==> config.mk <==
export PLATFORM = sky130hd
export DESIGN_NAME = z80_io_bridge
export DESIGN_NICKNAME = d
export VERILOG_FILES = /design/src/rtl/z80_bus_pkg.sv /design/src/rtl/z80_io_timeout.sv /design/src/rtl/z80_io_bridge.sv
export SDC_FILE = /design/constraint.sdc
export NUM_CORES = 1
export LEC_CHECK = 0
export CORE_ASPECT_RATIO = 0.9
export CORE_MARGIN = 2
export CORE_UTILIZATION = 60
export DETAILED_ROUTE_END_ITERATION = 6
export DONT_BUFFER_PORTS = 1
export PLACE_DENSITY_LB_ADDON = 0.12
export SLEW_MARGIN = 10
export SYNTH_ARGS = -nofsm -noshare
export SYNTH_HDL_FRONTEND = slang
export SYNTH_SLANG_ARGS = --single-unit
==> constraint.sdc <==
create_clock -name clk -period 2.05 [get_ports clk]
set_input_delay 0.41 -clock clk [delete_from_list [all_inputs] [get_ports clk]]
set_output_delay 0.41 -clock clk [all_outputs]
set_load 0.005 [all_outputs]
==> src/rtl/z80_bus_pkg.sv <==
// Shared types and constants for the Z80 I/O bridge: FSM states, latched request
// payload and the open-bus default.
package z80_bus_pkg;

  localparam int unsigned DATA_W = 8;
  localparam int unsigned CNT_W  = 8;

  localparam logic [DATA_W-1:0] OPEN_BUS_DEFAULT = 8'hFF;

  typedef enum logic [1:0] {
    ST_IDLE     = 2'd0,
    ST_REQ      = 2'd1,
    ST_WAIT_RDY = 2'd2,
    ST_HOLD     = 2'd3
  } io_state_e;

  typedef struct packed {
    logic [DATA_W-1:0] addr;
    logic [DATA_W-1:0] wdata;
  } io_req_t;

  // A bus cycle starts on the registered-high to current-low transition of iorq_n.
  function automatic logic iorq_fell(input logic prev, input logic cur);
    return prev & ~cur;
  endfunction

endpackage

==> src/rtl/z80_io_timeout.sv <==
// Wait-state limiter: counts cen ticks spent waiting for io_rdy and flags the
// tick on which the TIMEOUT-th wait tick is reached.
module z80_io_timeout
  import z80_bus_pkg::*;
#(
  parameter int unsigned TIMEOUT = 255
) (
  input  logic clk,
  input  logic reset_n,
  input  logic cen,
  input  logic clr,
  input  logic inc,
  output logic expire_c
);

  logic [CNT_W-1:0] count;

  always_ff @(posedge clk) begin
    if (!reset_n) begin
      count <= '0;
    end else if (cen) begin
      if (clr) begin
        count <= '0;
      end else if (inc) begin
        count <= count + CNT_W'(1);
      end
    end
  end

  // The incrementing tick that would make the count equal TIMEOUT ends the wait.
  assign expire_c = inc && (count == CNT_W'(TIMEOUT - 1));

endmodule

==> src/rtl/z80_io_bridge.sv <==
// Z80 I/O bus bridge: turns CPU IN/OUT cycles into single-tick peripheral strobes,
// inserts wait states and serves interrupt acknowledge. Optional wait-state limit
// is built when IO_BRIDGE_TIMEOUT_EN is defined.
module z80_io_bridge
  import z80_bus_pkg::*;
#(
  parameter int unsigned       TIMEOUT  = 255,
  parameter logic [DATA_W-1:0] OPEN_BUS = OPEN_BUS_DEFAULT
) (
  input  logic              clk,
  input  logic              reset_n,
  input  logic              cen,
  input  logic              m1_n,
  input  logic              iorq_n,
  input  logic              rd_n,
  input  logic              wr_n,
  input  logic [15:0]       A,
  input  logic [DATA_W-1:0] cpu_dout,
  output logic [DATA_W-1:0] cpu_di,
  output logic              wait_n,
  output logic              int_n,
  output logic [DATA_W-1:0] io_addr,
  output logic [DATA_W-1:0] io_wdata,
  output logic              io_rd,
  output logic              io_wr,
  input  logic              io_rdy,
  input  logic [DATA_W-1:0] io_rdata,
  input  logic              int_req,
  input  logic [DATA_W-1:0] int_vec,
  output logic              inta
);

  io_state_e state;
  io_req_t   req;
  logic      iorq_prev;
  logic      rd_cycle;
  logic      fell_c;
  logic      tmo_c;
  logic      unused_addr;

  assign fell_c      = iorq_fell(iorq_prev, iorq_n);
  assign unused_addr = ^A[15:8];
  assign io_addr     = req.addr;
  assign io_wdata    = req.wdata;

  // Stall the CPU for the whole I/O cycle until the bridge reaches HOLD.
  assign wait_n = ~(~iorq_n & m1_n & (state != ST_HOLD));

`ifdef IO_BRIDGE_TIMEOUT_EN
  logic tmo_clr_c;
  logic tmo_inc_c;

  assign tmo_clr_c = (state != ST_WAIT_RDY);
  assign tmo_inc_c = (state == ST_WAIT_RDY) & ~iorq_n & ~io_rdy;

  z80_io_timeout #(
    .TIMEOUT (TIMEOUT)
  ) u_timeout (
    .clk      (clk),
    .reset_n  (reset_n),
    .cen      (cen),
    .clr      (tmo_clr_c),
    .inc      (tmo_inc_c),
    .expire_c (tmo_c)
  );
`else
  logic unused_cfg;

  assign tmo_c      = 1'b0;
  assign unused_cfg = ^{8'(TIMEOUT), OPEN_BUS};
`endif

  always_ff @(posedge clk) begin
    if (!reset_n) begin
      state     <= ST_IDLE;
      iorq_prev <= 1'b1;
      rd_cycle  <= 1'b0;
      cpu_di    <= '0;
      int_n     <= 1'b1;
      io_rd     <= 1'b0;
      io_wr     <= 1'b0;
      inta      <= 1'b0;
      req       <= '0;
    end else if (cen) begin
      iorq_prev <= iorq_n;
      int_n     <= ~int_req;
      io_rd     <= 1'b0;
      io_wr     <= 1'b0;
      inta      <= 1'b0;
      case (state)
        ST_IDLE: begin
          if (fell_c) begin
            if (m1_n) begin
              // Strobes are raised here so they are high exactly during the REQ tick.
              state     <= ST_REQ;
              req.addr  <= A[7:0];
              req.wdata <= cpu_dout;
              io_wr     <= ~wr_n;
              io_rd     <= ~rd_n & wr_n;
              rd_cycle  <= ~rd_n & wr_n;
            end else begin
              inta   <= 1'b1;
              cpu_di <= int_vec;
            end
          end
        end
        ST_REQ, ST_WAIT_RDY: begin
          if (iorq_n) begin
            state <= ST_IDLE;
          end else if (io_rdy) begin
            state <= ST_HOLD;
            if (rd_cycle) begin
              cpu_di <= io_rdata;
            end
          end else if (tmo_c) begin
            state <= ST_HOLD;
            if (rd_cycle) begin
              cpu_di <= OPEN_BUS;
            end
          end else begin
            state <= ST_WAIT_RDY;
          end
        end
        ST_HOLD: begin
          if (iorq_n) begin
            state <= ST_IDLE;
          end
        end
        default: state <= ST_IDLE;
      endcase
    end
  end

endmodule

After elaboration in Yosys (flattened, before gate mapping)
Index checks and enable logic that the tools add are counted.

Input bits: 49. Memory bits (read-only): 0. Memories kept: 0. Memory bits (writable): 0. Output and inout bits: 29. Bits in latches: 0. Flip-flop bits (word level): 32.

Equal/unequal tests: 11. Multiplexer cells: 21. Bitwise gates (word level): 9. Multipliers: 0. Add/sub/neg operators: 0. Div/mod/pow operators: 0. Shifts and indexed selects: 0. Reductions and logical operators: 6. Order comparisons: 0.

Operator list (count): two-way mux 8 bit (5); != test 2 bit, second input constant (8); one-hot mux 8 bit (2 select lines) (1); two-way mux 1 bit (10); two-way mux 2 bit (4); AND reduction 4 bit (2); AND reduction 7 bit (1); one-hot mux 2 bit (3 select lines) (1); inverter 1 bit (5); AND 1 bit (4); == test 2 bit, second input constant (2); == test 2 x 1 -> 1 bit, second input constant (1); logical NOT 2 bit (1); nonzero test 2 bit (1); OR reduction 2 bit (1).

Logic depth before layout (Yosys ltp)
Gate-level depths: netlist of run 1.

Depth in word-level cells: 5. Gate-level depth with buffers: 7. Mapped depth without buffers: 5.

Least setup slack after synthesis of run 1
OpenSTA, ideal clock, no wires.

Path kind: register to register. From: register state[0]. To: register cpu_di[0]. Arrival time: 1438 ps. Path slack: 493 ps. Stages on the path, launching flop included: 7. Clock period less this slack: 1557 ps. Data required time: 1931 ps. Cells stage by stage: dfxtp_1 > inv_1 > ha_1 > nand2b_1 > a221o_1 > buf_6 > mux2i_1.

Word-level cells in the longest chain between the ends: 4.

RTL lines: start: declaration (line z80_io_bridge.sv:33) `io_state_e state;`; start signal: assignment (line z80_io_bridge.sv:75) `state <= ST_IDLE;`; start signal: assignment (line z80_io_bridge.sv:95) `state <= ST_REQ;`; start signal: assignment (line z80_io_bridge.sv:109) `state <= ST_IDLE;`; == test 2 x 1 -> 1 bit / == test 2 bit (equally long branches) (line z80_io_bridge.sv:90) `case (state)`; OR reduction 2 bit (line z80_io_bridge.sv:90); != test 2 bit (no line) / nonzero test 2 bit (equally long branches); AND reduction 7 bit (no line); end signal: assignment (line z80_io_bridge.sv:103) `cpu_di <= int_vec;`; end signal: assignment (line z80_io_bridge.sv:113) `cpu_di <= io_rdata;`; end: declaration (line z80_io_bridge.sv:19) `output logic [DATA_W-1:0] cpu_di,`.

Several ways; a longest one is shown, not always the timed one. A chain may end at the register's enable or synchronous reset.

Final worst setup path of run 1
From: register state[0]. To: register cpu_di[1].

Same word-level chain as after synthesis.

==> results by group, run 1 <==
Placed design
  – DP Wirelength: 2.22 mm
  – IO buf count: 0
  – Placer congestion estimate: 0.788
  – Placed insts: 187
  – DP Worst Slack: 310 ps

Job
  – Max-capacitance violation count: 0

CTS
  – Clock insertion delay at the later pin of the skew report: 330 ps
  – Max clock buf depth: 2
  – Hold Buf Count CTS: 0
  – CTS resizes: 0
  – H-tree levels: 2
  – Clk Tree Root Cell: clkbuf_4
  – Clk sinks: 32
  – CTS tree: yes
  – CTS clk-pin slew, worst paths: 80 ps
  – TritonCTS Buffers: 5
  – Post CTS Setup Buffer Count: 0

Synth
  – Asr flop ratio synth: 0%
  – Post-synth top cells: 32 x dfxtp_1, 22 x nand2_1, 18 x nand3_1, 18 x o21ai_0, 17 x a21boi_0
  – Syn nets: 221
  – Synth Area per Inst: 8.91 um^2
  – Register area share after synthesis: 42.6%
  – Post-synth EDFFs: 0
  – Syn. warnings: 0
  – Primary FF master, synth: dfxtp_1
  – Leading area contributor after synthesis: dfxtp_1
  – Synth Instances: 169
  – Synth area leaders: dfxtp_1 43%, a21boi_0 8.5%, mux2i_1 7.3%
  – Synth top area share: 42.6%
  – Synth cell types: 26
  – Count leader, synth: dfxtp_1
  – Post-synthesis register bit count: 32
  – Mapped Area: 0.00151 mm^2

Setup path
  – Crit Reg-Reg Endpoint: cpu_di[1]
  – Worst EP required: 2250 ps
  – Worst reg2reg path depth: 5
  – Crit path launch type: flop
  – CP startpoint: state[0]
  – Worst Path Max Fanout: 8
  – Reg2Reg Setup Slack: 310 ps
  – Crit path DAT: 1940 ps
  – Setup crit end kind: flop
  – Reg-to-reg startpoint: state[0]
  – CP Class: reg2reg

STA
  – Slew Limit Fails: 0
  – Slew margin rel.: 59.0%
  – Final Hold Viols: 0
  – RSZ-0062 raised after global routing: no
  – Fin worst setup slack: 310 ps
  – TNS Setup: 0 ps
  – Final min period: 1740 ps
  – Final period utilization: 84.9%
  – Final setup fails: 0
  – Post-Route Skew: 1.88 ps
  – Worst Max-Slew Pin Slew: 615 ps
  – Peak Freq: 575 MHz

Layout
  – Share of cells above drive strength 1: 10.4%
  – # fillers: 227
  – Final net count: 218
  – Final non-filler cell total: 192
  – Diode count: 0
  – Layout area overhead: 2.49%
  – Register area: 641 um^2
  – Multi-input gate area: 777 um^2

GRT
  – GRT Total Usage: 22.9%
  – Vias in the first global route: 1149
  – Gr ovfl total: 0
  – Pin count of the biggest net entering global routing: 43
  – First-pass GRT wire length: 5.03 mm
  – Antenna violations before repair: 0

Detailed routing
  – DRT Pass-1 Iters: 4
  – Vias per inst: 6.21
  – Antenna viol nets, final: 0
  – # DRC: 0
  – Final WL: 3.05 mm
  – DR iter-0 viols: 31
  – DR vias: 1192
  – Routed WL per cell: 15.9 um

Min path
  – Worst Hold Endpoint: iorq_prev
  – Worst Hold Depth: 1
  – Min-delay worst type: in2reg
  – Worst Hold Launch: reset_n

Floorplan
  – Initial Util: 62.1%
  – Chip Height: 51.5 um
  – IO Pins: 78
  – DIE AREA: 0.00293 mm^2
  – Die Width: 56.8 um
  – Area of the core: 0.00242 mm^2
  – FP Rows: 17

Power and ir drop
  – Max VDD drop: 519 uV
  – PD cells: 729 mW/mm^2
  – Leakage power: 0.594 nW
  – Final Total Pwr: 0.00112 W

Outcome
  – Status: finished clean
[registers in the layout, indices dropped and copies added (netlist names)]
name	count
int_n	1
rd_cycle	1
io_wr	1
cpu_di	8
inta	1
io_addr	8
iorq_prev	1
io_rd	1
io_wdata	8
state	2
[cell families (layout without fill, tap and decap cells)]
logic type	count (synthesis)	in the layout	share of synthesized area, %
flops	32	32	42.6
fa+ha+maj	3	3	2.49
buf+inv	20	15	5.82
simple gates	54	54	18.0
mux	19	19	13.3
compound gates	41	41	17.8
[stage by stage]
stage / area, um^2 / hold slack [ps] / utilization [%]
2_1_floorplan: 1510 / 451 / -
3_3_place_gp: 1510 / 465 / 62.1
3_5_place_dp: 1510 / 471 / 62.1
4_1_cts: 1540 / 129 / 63.6
5_1_grt: 1540 / 127 / 63.6
6_report: 1540 / 150 / 63.6
[report_power, final]
group	internal, W	switching [W]
Clock	0.000114	0.000188
Sequential	0.000649	0.0000189
Combinational	0.0000730	0.0000805
[how the worst max path moves through the flow]
| stage | to | slack, ps | cells after the start |
|---|---|---|---|
| finish | cpu_di[1] | 310 | 5 |
| global route | cpu_di[2] | 200 | 5 |
| CTS | cpu_di[5] | 300 | 5 |
| detailed placement | cpu_di[1] | 310 | 5 |
| global placement | cpu_di[2] | 360 | 5 |
| floorplan | cpu_di[0] | 490 | 6 |
[metal layers]
layer  vias up  share of wire, %  GRT usage (%)
met5         -                 0              0
met4         0               1.3           8.53
met3         5               9.4           12.4
met2        38                49           38.2
met1       568                40           24.6
li1        581                 -              -
[cell usage in the layout (no fill, tap or decap)]
cell type | synthesis | routed
dfxtp_1 | 32 | 32
nand2_1 | 22 | 22
nand3_1 | 18 | 18
o21ai_0 | 18 | 18
a21boi_0 | 17 | 17
mux2i_1 | 11 | 11
mux2_2 | 8 | 8
inv_1 | 6 | 6
clkbuf_4 | 0 | 5
buf_4 | 0 | 4
o21a_1 | 3 | 3
ha_1 | 3 | 3
and3b_1 | 2 | 2
and2_1 | 2 | 2
nand3b_1 | 2 | 2
nor2b_1 | 2 | 2
nand4b_1 | 1 | 1
nand2b_1 | 1 | 1
or3b_1 | 1 | 1
a221o_1 | 1 | 1
nor2_1 | 1 | 1
a221oi_1 | 1 | 1
nor4b_1 | 1 | 1
o32ai_1 | 1 | 1
nor3_1 | 1 | 1
[cell type report]
class                   count  area share, %
repair buffers              4           1.95
inverters                   6           1.46
clock buffers               5           2.43
multi-input cells         117           50.4
flip-flops and latches     32           41.5
well taps                  28           2.27
[worst max-delay path, cell delays in order (launching register included)]
cell      delay, ps
dfxtp_1         360
inv_1            70
ha_1            320
nand2b_1        160
a221o_1         530
mux2i_1         180
No activity file was read; power rests on OpenSTA's default activity.
==> run 2, diff against run 1 <==
Clock period 2.05 ns to 1.75 ns, I/O delays scaled along.
==> results by group, run 2 (synthesis results as in run 1) <==
Detailed routing
  – DR iter-0 viols: 55
  – Final WL: 3.02 mm
  – DRT Pass-1 Iters: 4
  – Vias per inst: 5.98
  – Antenna viol nets, final: 0
  – # DRC: 0
  – DR vias: 1172
  – Routed WL per cell: 15.4 um

GRT
  – Pin count of the biggest net entering global routing: 43
  – First-pass GRT wire length: 5.06 mm
  – GRT Total Usage: 22.8%
  – Gr ovfl total: 0
  – Vias in the first global route: 1149
  – Antenna violations before repair: 0

CTS
  – Post CTS Setup Buffer Count: 0
  – Max clock buf depth: 2
  – Clk sinks: 32
  – H-tree levels: 2
  – Clock insertion delay at the later pin of the skew report: 320 ps
  – CTS clk-pin slew, worst paths: 90 ps
  – CTS tree: yes
  – TritonCTS Buffers: 5
  – Hold Buf Count CTS: 0
  – Clk Tree Root Cell: clkbuf_4

Placed design
  – Placer congestion estimate: 0.798
  – DP Wirelength: 2.11 mm
  – IO buf count: 0

STA
  – Final Hold Viols: 0
  – RSZ-0062 raised after global routing: no
  – Peak Freq: 613 MHz
  – Final min period: 1630 ps
  – TNS Setup: 0 ps
  – Final setup fails: 0
  – Slew margin rel.: 69.5%
  – Post-Route Skew: 1.87 ps
  – Worst Max-Slew Pin Slew: 458 ps
  – Final period utilization: 93.3%
  – Slew Limit Fails: 0

Power and ir drop
  – PD cells: 886 mW/mm^2
  – Max VDD drop: 873 uV
  – Leakage power: 0.610 nW
  – Final Total Pwr: 0.00140 W

Setup path
  – Crit path DAT: 1840 ps
  – Worst EP required: 1960 ps
  – Worst Path Max Fanout: 8
  – CP Class: reg2reg
  – Reg2Reg Setup Slack: 120 ps
  – Crit path launch type: flop
  – Setup crit end kind: flop

Layout
  – Commonest non-fill, non-tap cell in the layout: dfxtp_1
  – Final net count: 219
  – Diode count: 0
  – # fillers: 218
  – Multi-input gate area: 778 um^2
  – Most frequent cells in the layout: 30 x dfxtp_1, 22 x nand2_1, 18 x nand3_1, 18 x o21ai_0, 17 x a21boi_0
  – Share of cells above drive strength 1: 13.1%
  – Register area: 643 um^2
  – Layout area overhead: 4.65%

Floorplan
  – Area of the core: 0.00242 mm^2
  – Die Width: 56.8 um
  – Initial Util: 62.1%
  – FP Rows: 17
  – Chip Height: 51.5 um
  – IO Pins: 78
  – DIE AREA: 0.00293 mm^2

Job
  – Max-capacitance violation count: 0

Outcome
  – Status: finished clean

Min path
  – Min-delay worst type: in2reg
==> run 2: cell types whose count changed in the layout (fill, tap and decap cells not counted), sizes merged <==
cell and change:
clkbuf +3, buf +1
==> run 2: metal layers <==
metal  track usage [%]  share of wire [%]  up-vias
li1                  -                  -      585
met1              25.9                 41      536
met2              37.8                 48       43
met3              8.21                8.4        8
met4              12.4                1.9        0
met5                 0                  0        -
==> run 2: critical path, cell delays in order (launching register included) <==
cell	delay, ps
dfxtp_2	350
inv_1	60
ha_1	320
nand2b_1	160
a221o_2	480
mux2i_1	160
==> run 2: area by class of cell <==
cell class              count  area share, %
repair buffers              5           2.38
clock buffers               8           3.73
flip-flops and latches     32           40.8
inverters                   6           1.43
well taps                  28           2.22
multi-input cells         117           49.4
==> run 2: path summary, 6_finish.rpt <==
| check | depth (start not counted) | end | start |
|---|---|---|---|
| setup reg to reg | 5 | cpu_di[2] | state[0] |
| hold / removal | 1 | iorq_prev | reset_n |
| setup / recovery | 5 | cpu_di[2] | state[0] |
| hold reg to reg | 2 | state[0] | state[0] |
==> run 2: metrics by stage <==
step                      worst slack (ps)  cell area [um^2]  std cells  util [%]  hold slack, ps
after floorplan                        193              1510        169         -             451
after global placement                62.5              1510        188      62.4             417
after detailed placement              10.8              1510        188      62.4             424
after CTS                             53.6              1570        196      64.9            75.6
after global routing                  27.2              1580        196      65.0            63.8
final                                  118              1580        196      65.0            89.9
==> run 2: power by group <==
| group | internal [W] | switching [W] | total, W |
|---|---|---|---|
| Combinational | 0.0000875 | 0.0000935 | 0.000181 |
| Sequential | 0.000761 | 0.0000220 | 0.000783 |
| Clock | 0.000198 | 0.000233 | 0.000431 |
==> run 2: what timing repair did <==
item / 4_1_cts / 5_1_grt
pin swaps: 0 / 1
resized for setup: 1 / 2
setup endpoints to repair: 7 / 8
